===== src/rtl/addr_alu_datapath.sv =====
// ============================================================================
//  Module   : addr_alu_datapath
//  Purpose  : 65C02 datapath slice - ADL/ADH address generators, PC, AHL latch
//             and 8-bit ALU. Optional BCD adjust flags under macro ALU_BCD_EN.
//  Revision : 1.0 - initial release
// ============================================================================
`default_nettype none

module addr_alu_datapath (
  input  logic        clk,
  input  logic        RST,
  input  logic [11:0] ab_op,
  input  logic        cond,
  input  logic [7:0]  DB,
  input  logic [7:0]  REG,
  input  logic [7:0]  M,
  input  logic [4:0]  alu_op,
  input  logic        alu_ci,
  input  logic        alu_si,
  output logic [15:0] AD,
  output logic [15:0] PC,
  output logic [7:0]  alu_out,
  output logic        alu_co,
  output logic        alu_v,
  output logic        adjh,
  output logic        adjl
);

  logic [7:0] abl_q, abl_d, abh_q, abh_d;
  logic [7:0] pcl_q, pcl_d, pch_q, pch_d;
  logic [7:0] ahl_q, ahl_d;

  logic       inc_pc, ld_pc, ld_ahl, abl_ci;
  logic [3:0] abh_op, abl_op;
  logic [8:0] adl_sum;
  logic [7:0] adh;
  logic [7:0] abl_co8;
  logic [15:0] ad;

  assign inc_pc = ab_op[11];
  assign ld_pc  = ab_op[10];
  assign ld_ahl = ab_op[9];
  assign abh_op = ab_op[8:5];
  assign abl_op = ab_op[4:1];
  assign abl_ci = ab_op[0];

  always_comb begin
    adl_sum = 9'h000;
    if (abl_op[3]) begin
      adl_sum = {1'b0, pcl_q} + {1'b0, (cond ? DB : 8'h00)} + {8'h00, abl_ci};
    end else begin
      case (abl_op[2:0])
        3'b000:  adl_sum = {1'b0, pcl_q} + {8'h00, abl_ci};
        3'b001:  adl_sum = {1'b0, abl_q} + {8'h00, abl_ci};
        3'b010:  adl_sum = {1'b0, DB} + {8'h00, abl_ci};
        3'b011:  adl_sum = {1'b0, DB} + {1'b0, REG} + {8'h00, abl_ci};
        3'b100:  adl_sum = {1'b0, ahl_q} + {1'b0, REG} + {8'h00, abl_ci};
        3'b101:  adl_sum = {1'b0, REG} + {8'h00, abl_ci};
        3'b110:  adl_sum = {1'b0, ahl_q} + {8'h00, abl_ci};
        default: adl_sum = {1'b0, abl_q} + {1'b0, REG} + {8'h00, abl_ci};
      endcase
    end
  end

  assign abl_co8 = {7'b0, adl_sum[8]};

  // Branch high byte adds the sign extension of the offset held in AHL.
  always_comb begin
    case (abh_op)
      4'b0000: adh = pch_q + abl_co8;
      4'b0001: adh = abh_q + abl_co8;
      4'b0010: adh = DB + abl_co8;
      4'b0011: adh = 8'h01;
      4'b0100: adh = 8'h00;
      4'b0101: adh = 8'hFF;
      4'b0110: adh = pch_q + (cond ? {8{ahl_q[7]}} : 8'h00) + abl_co8;
      default: adh = abh_q;
    endcase
  end

  assign ad = {adh, adl_sum[7:0]};
  assign AD = ad;
  assign PC = {pch_q, pcl_q};

  always_comb begin
    abl_d = ad[7:0];
    abh_d = ad[15:8];
    ahl_d = ld_ahl ? DB : ahl_q;
    {pch_d, pcl_d} = ld_pc ? (ad + {15'b0, inc_pc}) : {pch_q, pcl_q};
  end

  always_ff @(posedge clk) begin
    if (RST) begin
      abl_q <= 8'h00;
      abh_q <= 8'h00;
      pcl_q <= 8'h00;
      pch_q <= 8'h00;
      ahl_q <= 8'h00;
    end else begin
      abl_q <= abl_d;
      abh_q <= abh_d;
      pcl_q <= pcl_d;
      pch_q <= pch_d;
      ahl_q <= ahl_d;
    end
  end

  logic [7:0] alu_b;
  logic [8:0] add_sum, inc_sum;

  assign alu_b   = alu_op[4] ? ~M : M;
  assign add_sum = {1'b0, REG} + {1'b0, alu_b} + {8'h00, alu_ci};
  assign inc_sum = {1'b0, REG} + 9'd1;

  always_comb begin
    alu_out = REG;
    alu_co  = 1'b0;
    alu_v   = 1'b0;
    case (alu_op[3:0])
      4'b0000: begin
        alu_out = add_sum[7:0];
        alu_co  = add_sum[8];
        alu_v   = (REG[7] == alu_b[7]) && (add_sum[7] != REG[7]);
      end
      4'b0001: alu_out = REG | alu_b;
      4'b0010: alu_out = REG & alu_b;
      4'b0011: alu_out = REG ^ alu_b;
      4'b0100: begin
        alu_out = {REG[6:0], alu_si};
        alu_co  = REG[7];
      end
      4'b0101: begin
        alu_out = {alu_si, REG[7:1]};
        alu_co  = REG[0];
      end
      4'b0110: alu_out = alu_b;
      4'b1000: begin
        alu_out = inc_sum[7:0];
        alu_co  = inc_sum[8];
      end
      4'b1001: alu_out = REG + 8'hFF;
      default: alu_out = REG;
    endcase
  end

`ifdef ALU_BCD_EN
  logic [4:0] half_sum;
  logic       is_add;

  assign half_sum = {1'b0, REG[3:0]} + {1'b0, alu_b[3:0]} + {4'h0, alu_ci};
  assign is_add   = (alu_op[3:0] == 4'b0000);

  // Subtraction adjusts whenever a borrow occurred out of the nibble/byte.
  always_comb begin
    adjl = 1'b0;
    adjh = 1'b0;
    if (is_add) begin
      if (alu_op[4]) begin
        adjl = ~half_sum[4];
        adjh = ~add_sum[8];
      end else begin
        adjl = half_sum[4] | (add_sum[3:0] > 4'd9);
        adjh = add_sum[8] | (add_sum[7:0] > 8'h99);
      end
    end
  end
`else
  assign adjl = 1'b0;
  assign adjh = 1'b0;
`endif

endmodule

`default_nettype wire


===== config.mk =====
export PLATFORM = sky130hd
export DESIGN_NAME = addr_alu_datapath
export DESIGN_NICKNAME = d
export VERILOG_FILES = /design/src/rtl/addr_alu_datapath.sv
export SDC_FILE = /design/constraint.sdc
export NUM_CORES = 1
export LEC_CHECK = 0
export CORE_MARGIN = 4
export CORE_UTILIZATION = 57
export DETAILED_ROUTE_END_ITERATION = 7
export GPL_TIMING_DRIVEN = 0
export PLACE_DENSITY = 0.91
export SYNTH_ARGS = -nofsm -noshare
export SYNTH_HDL_FRONTEND = slang
export SYNTH_SLANG_ARGS = --single-unit
export TNS_END_PERCENT = 1

===== constraint.sdc =====
create_clock -name clk -period 7.8 [get_ports clk]
set_clock_uncertainty 0.15 [all_clocks]
set_input_delay 1.56 -clock clk [delete_from_list [all_inputs] [get_ports clk]]
set_output_delay 1.56 -clock clk [all_outputs]
set_load 0.005 [all_outputs]

; Word level (Yosys, flattened, before mapping)
; Index checks and enable logic that the tools add are counted.
[op_classes]
addsub = 23
n_eq_ne = 22
mux = 9
bitwise = 4
n_reduce_logical = 4
[ops]
columns = cell, n
row1 = $pmux 8 s9, 1
row2 = $pmux 9 s7, 1
row3 = $pmux 8 s7, 1
row4 = $add 8x1->9, 5
row5 = $add 8x8->9, 5
row6 = $add 9x1->9, 5
row7 = $add 8x1->8, 4
row8 = $eq 4x3->1 const B, 6
row9 = $mux 8, 3
row10 = $add 16x1->16, 1
row11 = $eq 4x2->1 const B, 4
row12 = $add 8x1->9 const B, 1
row13 = $eq 3x3->1 const B, 3
row14 = $mux 9, 1
row15 = $add 8x8->8, 1
row16 = $add 8x8->8 const B, 1
row17 = $and 8x8->8, 1
row18 = $eq 4x1->1 const B, 2
row19 = $eq 4x4->1 const B, 2
row20 = $logic_not 4->1, 2
row21 = $not 8->8, 1
row22 = $or 8x8->8, 1
row23 = $xor 8x8->8, 1
row24 = $eq 3x2->1 const B, 2
row25 = 7 further kinds, 7
[word_totals]
register_bits = 40
inputBits = 46
out_inout_bits = 44
wordCells = 67

; Longest topological paths before layout
; Gate-level depths: netlist of the first run.
[logic_depth]
depth_word = 7
ltp_mapped = 26

; Worst setup path before layout of the first run
; Ideal clock, no wire load.
[synth_path]
path_kind = in2out
start = in ab_op[0]
end = out AD[15]
t_arrival_ps = 5476
setup_slack_ps = 614
stages = 20
n_path_buf = 0
cell_sequence = fa_1 > fa_1 > a211o_1 > a21o_1 > a21o_1 > a21oi_1 > nor2b_1 > o31ai_1 > a32oi_1 > nor2_1 > a31o_2 > fa_1 > nor2b_1 > o31a_1 > o21a_1 > o21ai_0 > a21oi_1 > or3b_2 > a31o_2 > inv_1
[synth_via]
elab_chain_len = 5
word_cells_on_any_way = 16
[synth_lines]
columns = item, line
row1 = "start, declared", 12  ; input logic [11:0] ab_op,
row2 = $add 9x1->9 (tied with other cells), 60  ; default: adl_sum = {1'b0, abl_q} + {1'b0, REG} + {8'h00, abl_ci};
row3 = $pmux 9 s7, 52  ; case (abl_op[2:0])
row4 = $mux 9 *, 49  ; if (abl_op[3]) begin
row5 = $add 8x1->8 (on tied branches), -
row6 = $pmux 8 s7 *, 69  ; case (abh_op)
row7 = "end, declared", 20  ; output logic [15:0] AD,
; Mark *: on every way between the ends. The rest lies on a longest branch, timed or not.

; Final worst setup path of the first run
[layout_path]
start = in DB[0]
end = out AD[15]
[layout_via]
elab_chain_len = 6
word_cells_on_any_way = 13
[layout_lines]
columns = item, line
row1 = "start, declared", 14  ; input logic [7:0] DB,
row2 = $add 8x8->9 or $mux 8 (tied branches), "56, 50"
row3 = $add 9x1->9 or $add 8x8->9 (tied branches), "56, 50"
row4 = $pmux 9 s7 or $add 9x1->9 (tied branches), "52, 50"
row5 = $mux 9, 49
row6 = $add 8x1->8 (on tied branches), -
row7 = $pmux 8 s7 *, 69
; Marks and branches as above.

==> parameters.txt, run 1 <==
Parameter                              Value

Run status
  Run status    finished, final reports clean

Run
  # Max-Cap Violations    0

Layout
  Final core utilization    0.727
  Area overhead of the layout relative to synthesis    23.8%
  Area of the multi-input gates    about 5400 sq um
  Cell area after layout    7950 sq um
  Total of fill cells in the finished design    812
  Final layout net count    1,080
  Fraction of layout instances using a drive strength above 1    0.116
  Sequential standard cell area    801 sq um
  Antenna Diode Count    0

STA
  Worst slew margin relative to its limit    0.273
  Setup Viol. Count Final    0
  Fin crit share    1.00
  Post-layout minimum cycle time    7.80 ns
  Fin Hold WS    0.410 ns
  Pin slew with the least headroom to its limit    about 1.1 ns
  Number of max-slew violations in the final report    0
  Final-report hold violation count    0
  Setup repair after global routing missed its margin    true
  Peak clock frequency supported by timing    128 MHz
  Setup total negative slack    0 ns

Detailed routing
  Iteration-0 DRC Markers    roughly 1,400
  # DRC    0
  Average via count per standard cell    6.86
  Routed wire length    23,000 um
  Routed length per instance    20.8 um
  Initial DRT Pass Iterations    7
  Vias after detailed routing    approximately 7,600
  Antenna violation net count after detailed routing    0

Global routing
  Overall global routing resource usage    0.328
  Pin count of the biggest net entering global routing    15
  Initial antenna violation count    0
  Residual overflow from global routing    0
  Via count of the first global-routing pass    7,237
  Global-route wire length before repair    35,300 um

Power
  Pwr/cell area    around 130 nW/um^2
  Leakage dissipation    0.00333 uW
  VDD IR-drop max    approximately 0.15 mV

Synthesis
  Largest family of logic cells by synthesized area    compound AO/OA/AOI/OAI gates
  Number of register bits inferred by synthesis    40
  Dominant register cell in the synthesized netlist    dfxtp_1
  Synthesized-area fraction occupied by xor and xnor cells    0.0655
  Synth top area cells    dfxtp_1 12%, ha_1 11%, nor2_1 5.0%
  Async set or reset register ratio after synthesis    0
  Mean instance size in the synthesized netlist    7.51 sq um
  Number of cells produced by synthesis    854
  Cell type contributing the most total cell area after synthesis    dfxtp_1
  Portion of netlist area occupied by mux cells    0.0355
  Sequential-to-total area share from yosys stat    0.125
  Synth Area in Simple Gates    0.245
  Yosys top cell area share    0.125
  Yosys cell types    87
  Synthesized-area fraction occupied by adder cells    0.151
  Compound-gate portion of the synthesized area    0.323
  Synthesized cell area    6420 sq um
  Ys Warns    0
  Number of synthesized flops with an enable pin    0

Worst setup path
  Category of the worst setup path launch point    input pin
  Crit Path Class    input pin to output pin
  Worst path cell trace    buf_4, fa_2, fa_2, a211o_1, a21o_1, a21o_1, a21oi_2, nor2b_1, o31ai_2, a32oi_1, nor2_1, a31o_2, fa_2, nor2b_1, o31a_1, o21a_1, o21ai_2, a21oi_2, or3b_2, a31o_4, inv_1, dlymetal6s2s_1
  Data arrival time of the critical path    6.09 ns
  Largest delay share family, worst path    compound AO/OA/AOI/OAI gates
  CP Data Required Time    6.09 ns
  Worst setup startpoint    DB[0]
  CP most frequent cell    fa_2
  Worst reg2reg startpoint    ahl_q[0]
  Slowest cell on the critical path    or3b_2
  Element type at the critical path end    output pin
  Critical path's largest stage delay    0.46 ns
  Combined buffer and inverter count along the critical path    3
  Maximum net fanout on the critical path    5

Die
  Die area    13,000 sq um
  Die Span X    114 um
  Core box area    10,900 sq um
  Initial standard-cell utilization of the core    0.587
  Number of top-level design ports    90
  Floorplan row count    38
  Height of the chip    between 100 and 150 um

CTS
  CTS tree    built
  Number of clock buffers inserted by TritonCTS    5
  Clk sink count    40
  Worst-skew pair later-pin latency    0.29 ns
  Number of H-tree levels    2
  Clock transition at the register clock pins on the worst setup and hold paths after CTS    0.06 ns
  Number of buffers inserted by hold repair at cts    0
  Max Buffers Root-to-Sink    2
  CTS Root Cell    clkbuf_16

Placed design
  Post-DP HPWL    16,300 um
  Count of buffers inserted at the top-level ports    81
  Gp weighted congestion    approximately 1
  Post-Place Cell Area    7410 sq um

Worst hold path
  Hold WC Path Type    register to register
  Launch instance of the worst min-delay path    ahl_q[6]
flip-flops by register name (all words and copies together) (netlist names):
name   count
abh_q      8
pch_q      8
abl_q      8
pcl_q      8
ahl_q      8
Yosys cell counts (all sizes together) (9+ instances only):
master   count
o221ai      13
a221oi      11
and3        13
xor2        14
o22ai       17
a21oi       50
nor3        21
ha          58
fa          12
buf         12
and2        16
dfxtp       40
nand2       46
nor2        86
nor2b       25
o21a        13
inv         38
o21ai       51
a21o        19
a31oi       12
a211oi      17
mux2i       16
clkbuf      34
nand3       16
nor4        15
nand2b      16
xnor2       31
a2111oi      9
or2          9
power by group:
group | internal [uW] | switching (uW)
registers | 223 | 26.4
clock network | 160 | 89.6
logic | 249 | 296
total | 632 | 412
worst min-delay path: cells and delay by family, from the launching register on:
kind,cells,cell delay [ns]
flip-flops,1,0.33
multiplexers,1,0.13
AND/OR/NAND/NOR,1,0.05
cells by family after synthesis:
family                   after synthesis
AO/OA/AOI/OAI                        291
XOR/XNOR                              45
adder cells (fa/ha/maj)               70
buffers and inverters                 85
flip-flops                            40
multiplexers                          22
other                                  1
AND/OR/NAND/NOR                      300
final timing paths:
path                                 end  slack, ns  cells past startpoint
worst min register to register  ahl_q[6]       0.41                      2
worst max-delay path              AD[15]      0.003                     22
worst min-delay path            ahl_q[6]       0.41                      2
worst max register to register  pch_q[5]       2.03                     24
cell type report:
class                           instances  area share
Buffer                                 46      0.0337
Timing Repair Buffer                  102       0.122
Multi-Input combinational cell        730       0.680
Clock buffer                            6      0.0175
Inverter                               39      0.0191
Sequential cell                        40       0.101
Tap cell                              140      0.0220
Clock inverter                          2     0.00488
what timing repair did:
item / in CTS / in global routing
pin swaps: 6 / 18
setup endpoints to repair: 8 / 8
gates resized for setup: 68 / 38
buffers inserted: 7 / 14
cells in the final DEF (no fill, tap or decap), types with 9 or more instances in the layout:
master,instances
nor3_1,21
dfxtp_1,40
nand2b_1,14
buf_4,25
o22ai_1,16
nor4_1,14
xor2_1,13
ha_1,55
a21oi_1,44
and3_1,13
a31oi_1,10
nor2b_1,23
a2111oi_0,9
o221ai_1,11
a221oi_1,10
clkdlybuf4s50_1,62
and2_1,16
o21ai_0,43
o21a_1,13
nor2_1,86
mux2i_1,16
nand3_1,16
inv_1,36
a21o_1,19
xnor2_1,30
a211oi_1,17
nand2_1,45
clkbuf_1,31
metal layers:
layer  GRT usage  part of all wire
met5           0                 0
met3      0.0587              0.12
met2       0.536              0.45
met1       0.415              0.37
met4       0.167             0.056
per-stage QoR:
stage                     setup WS (ns)  std cells  total power (uW)
after floorplan                   0.614        855               573
after global placement            -1.06       1076               734
after detailed placement          -1.06       1076               745
after CTS                        -0.166       1091              1010
after global routing             -0.113       1105              1100
final                           0.00324       1105              1040
Note: power is estimated with default switching activity, not from simulation.
==> inputs of run 2 (changes only) <==
--- a/config.mk
+++ b/config.mk
@@ -9,7 +9,7 @@
 export CORE_UTILIZATION = 57
 export DETAILED_ROUTE_END_ITERATION = 7
 export GPL_TIMING_DRIVEN = 0
-export PLACE_DENSITY = 0.91
+export PLACE_DENSITY = 0.9
 export SYNTH_ARGS = -nofsm -noshare
 export SYNTH_HDL_FRONTEND = slang
 export SYNTH_SLANG_ARGS = --single-unit
==> run 2 against run 1 <==
  * The run now ends with design-rule violations, negative setup slack left
  * Maximum frequency is 0.66% lower
  * Core utilization decreased by 0.29 points
  * First-iteration DRC count down 6.4%
  * Via count grew 2.1%
  * Critical path depth is the same
  * Non-clock buffer count decreased by 1
==> parameters.txt, run 2 (same netlist as run 1, synthesis figures left out) <==
Parameter                              Value

Power
  Pwr/cell area    132 nW/um^2 (+0.38%)
  Clock power frac    0.240 (about the same)
  Share of total power in sequential cells    0.238 (about the same)
  Switching part of the total    0.394 (about the same)
  Comb pwr share    0.522 (about the same)
  Pint    632 uW (about the same)
  VDD IR-drop max    0.153 mV (+0.79%)
  Overall Power    1040 uW (about the same)
  P_sw    411 uW (about the same)
  Leakage dissipation    0.00331 uW (-0.35%)

STA
  Fin crit share    1.01 (+0.00664)
  Peak clock frequency supported by timing    127 MHz (-0.66%)
  Post-layout minimum cycle time    7.85 ns (+0.0518 ns)
  Final worst slack    -0.0485 ns (-0.0518 ns)
  Number of max-slew violations in the final report    0 (unchanged)
  Worst slew margin relative to its limit    0.293 (+0.0194)
  Pin slew with the least headroom to its limit    1.05 ns (-0.0288 ns)
  Setup repair after global routing missed its margin    true
  Final-report hold violation count    0 (unchanged)
  Setup Viol. Count Final    2 (+2)
  Setup total negative slack    -0.0779 ns (-0.0779 ns)

Global routing
  Overall global routing resource usage    0.332 (+0.00328)
  Global-route wire length before repair    35,500 um (+0.69%)
  Met2 layer usage reported by global route    0.534 (-0.00234)
  Residual overflow from global routing    0 (unchanged)
  Layer with the highest usage after global routing    met2
  Via count of the first global-routing pass    7,198 (-0.54%)
  Pin count of the biggest net entering global routing    15 (unchanged)
  GRT met1 Usage    0.429 (+0.0141)
  Initial antenna violation count    0 (unchanged)
  Met3 demand-to-capacity share in global routing    0.0566 (-0.00211)

Worst setup path
  CP most frequent cell    fa_2
  Crit Path Class    input pin to output pin
  Worst path cell trace    buf_4, fa_2, fa_2, a211o_1, a21o_1, a21o_1, a21oi_2, nor2b_1, o31ai_2, a32oi_1, nor2_1, a31o_2, fa_2, nor2b_1, o31a_1, o21a_1, o21ai_2, a21oi_2, or3b_4, a31o_4, inv_1, dlygate4sd2_1
  Element type at the critical path end    output pin
  Data arrival time of the critical path    6.14 ns (+0.05 ns)
  Maximum net fanout on the critical path    5 (unchanged)
  Slowest cell on the critical path    fa_2
  Category of the worst setup path launch point    input pin
  CP Data Required Time    6.09 ns (about the same)
  Critical path's largest stage delay    0.41 ns (-0.05 ns)

Die
  Die Span X    114 um (unchanged)
  Die area    13,000 sq um (unchanged)
  Number of top-level design ports    90 (unchanged)
  Floorplan row count    38 (unchanged)
  Height of the chip    114 um (unchanged)
  Initial standard-cell utilization of the core    0.587 (unchanged)
  Core box area    10,900 sq um (unchanged)

CTS
  CTS Root Cell    clkbuf_16
  Max Buffers Root-to-Sink    2 (unchanged)
  Clock transition at the register clock pins on the worst setup and hold paths after CTS    0.06 ns (about the same)
  Number of H-tree levels    2 (unchanged)
  Number of clock buffers inserted by TritonCTS    5 (unchanged)
  CTS tree    built
  Worst-skew pair later-pin latency    0.29 ns (about the same)
  Clk sink count    40 (unchanged)

Layout
  Final layout net count    1,079 (-0.093%)
  Total of fill cells in the finished design    811 (-0.12%)
  Area overhead of the layout relative to synthesis    23.3%
  Fraction of layout instances using a drive strength above 1    0.120 (+0.00427)
  Antenna Diode Count    0 (unchanged)
  Most common cell after layout, fill and taps aside    nor2_1
  Most frequent cells in the layout    85 x nor2_1, 62 x clkdlybuf4s50_1, 55 x ha_1, 45 x nand2_1

Run status
  Failing checks    design-rule violations, negative setup slack
  Run status    finished, violations left

Detailed routing
  Iteration-0 DRC Markers    1,341 (-6.4%)
  Routed length per instance    20.7 um (-0.34%)
  Routed wire length    22,900 um (-0.43%)
  # DRC    18 (+18)
  Initial DRT Pass Iterations    8 (+1)
  Antenna violation net count after detailed routing    0 (unchanged)
  Average via count per standard cell    7.01 (+2.2%)
  Vias after detailed routing    7,738 (+2.1%)

Run
  # Max-Cap Violations    0 (unchanged)

Placed design
  Count of buffers inserted at the top-level ports    81 (unchanged)
  Gp weighted congestion    1.01 (+1.5%)
  Post-DP HPWL    16,200 um (-0.86%)

Worst hold path
  Hold WC Path Type    register to register
run 2: changes by cell type in the layout (fill, tap and decap cells not counted), moves of 2 or more:
cell / previous run / this run
buf_4: 25 / 27
clkbuf_2: 1 / 5
buf_6: 5 / 3
buf_8: 5 / 2
o21ai_1: 6 / 4
run 2: path summary, 6_finish.rpt:
path                 start       end  slack (ns)  depth (start not counted)
setup / recovery  ab_op[0]    AD[15]       -0.05                         22
hold / removal    ahl_q[6]  ahl_q[6]        0.40                          2
setup reg to reg  ahl_q[0]  pch_q[5]        1.92                         24
hold reg to reg   ahl_q[6]  ahl_q[6]        0.40                          2
run 2: power by group through the flow:
| stage | logic [uW] | registers [uW] | clock network (uW) |
|---|---|---|---|
| after detailed placement | 494 | 251 | 0 |
| after CTS | 516 | 246 | 247 |
| after floorplan | 330 | 243 | 0 |
| after global routing | 589 | 251 | 256 |
| final | 545 | 249 | 250 |
| after global placement | 483 | 250 | 0 |
run 2: area by class of cell:
type | instances | area (sq um) | share of cell area
Tap cell | 140 | 175 | 0.0221
Inverter | 39 | 148 | 0.0187
Timing Repair Buffer | 101 | 943 | 0.119
Sequential cell | 40 | 801 | 0.101
Clock buffer | 6 | 139 | 0.0175
Multi-Input combinational cell | 730 | 5420 | 0.685
Buffer | 46 | 249 | 0.0315
Clock inverter | 2 | 38.8 | 0.00490
run 2: critical path: cells and delay by family:
kind                     cells  cell delay (ns)
buffers and inverters        3             0.42
AO/OA/AOI/OAI               12             2.43
AND/OR/NAND/NOR              4             0.73
adder cells (fa/ha/maj)      3             0.99
run 2: timing repair:
item,in CTS,in global routing
hold buffers,0,0
resized for setup,71,23
pin swaps,12,21
buffers inserted,10,10
endpoints found under the setup margin,8,8
run 2: stage by stage:
| step | cells | instance area [sq um] | util | hold WS, ns | setup slack [ns] |
|---|---|---|---|---|---|
| 2_1_floorplan | 855 | 6420 | - | 0.338 | 0.614 |
| 3_3_place_gp | 1076 | 7410 | 0.677 | 0.382 | -1.04 |
| 5_1_grt | 1104 | 7910 | 0.724 | 0.434 | -0.197 |
| 3_5_place_dp | 1076 | 7410 | 0.677 | 0.391 | -1.16 |
| 6_report | 1104 | 7910 | 0.724 | 0.402 | -0.0485 |
| 4_1_cts | 1094 | 7780 | 0.712 | 0.404 | -0.205 |
run 2: per-layer routing:
layer  up-vias  share of wire
li1       3450              -
met1      3502           0.37
met2       625           0.44
met3       161           0.13
met4         0          0.061
met5         -              0
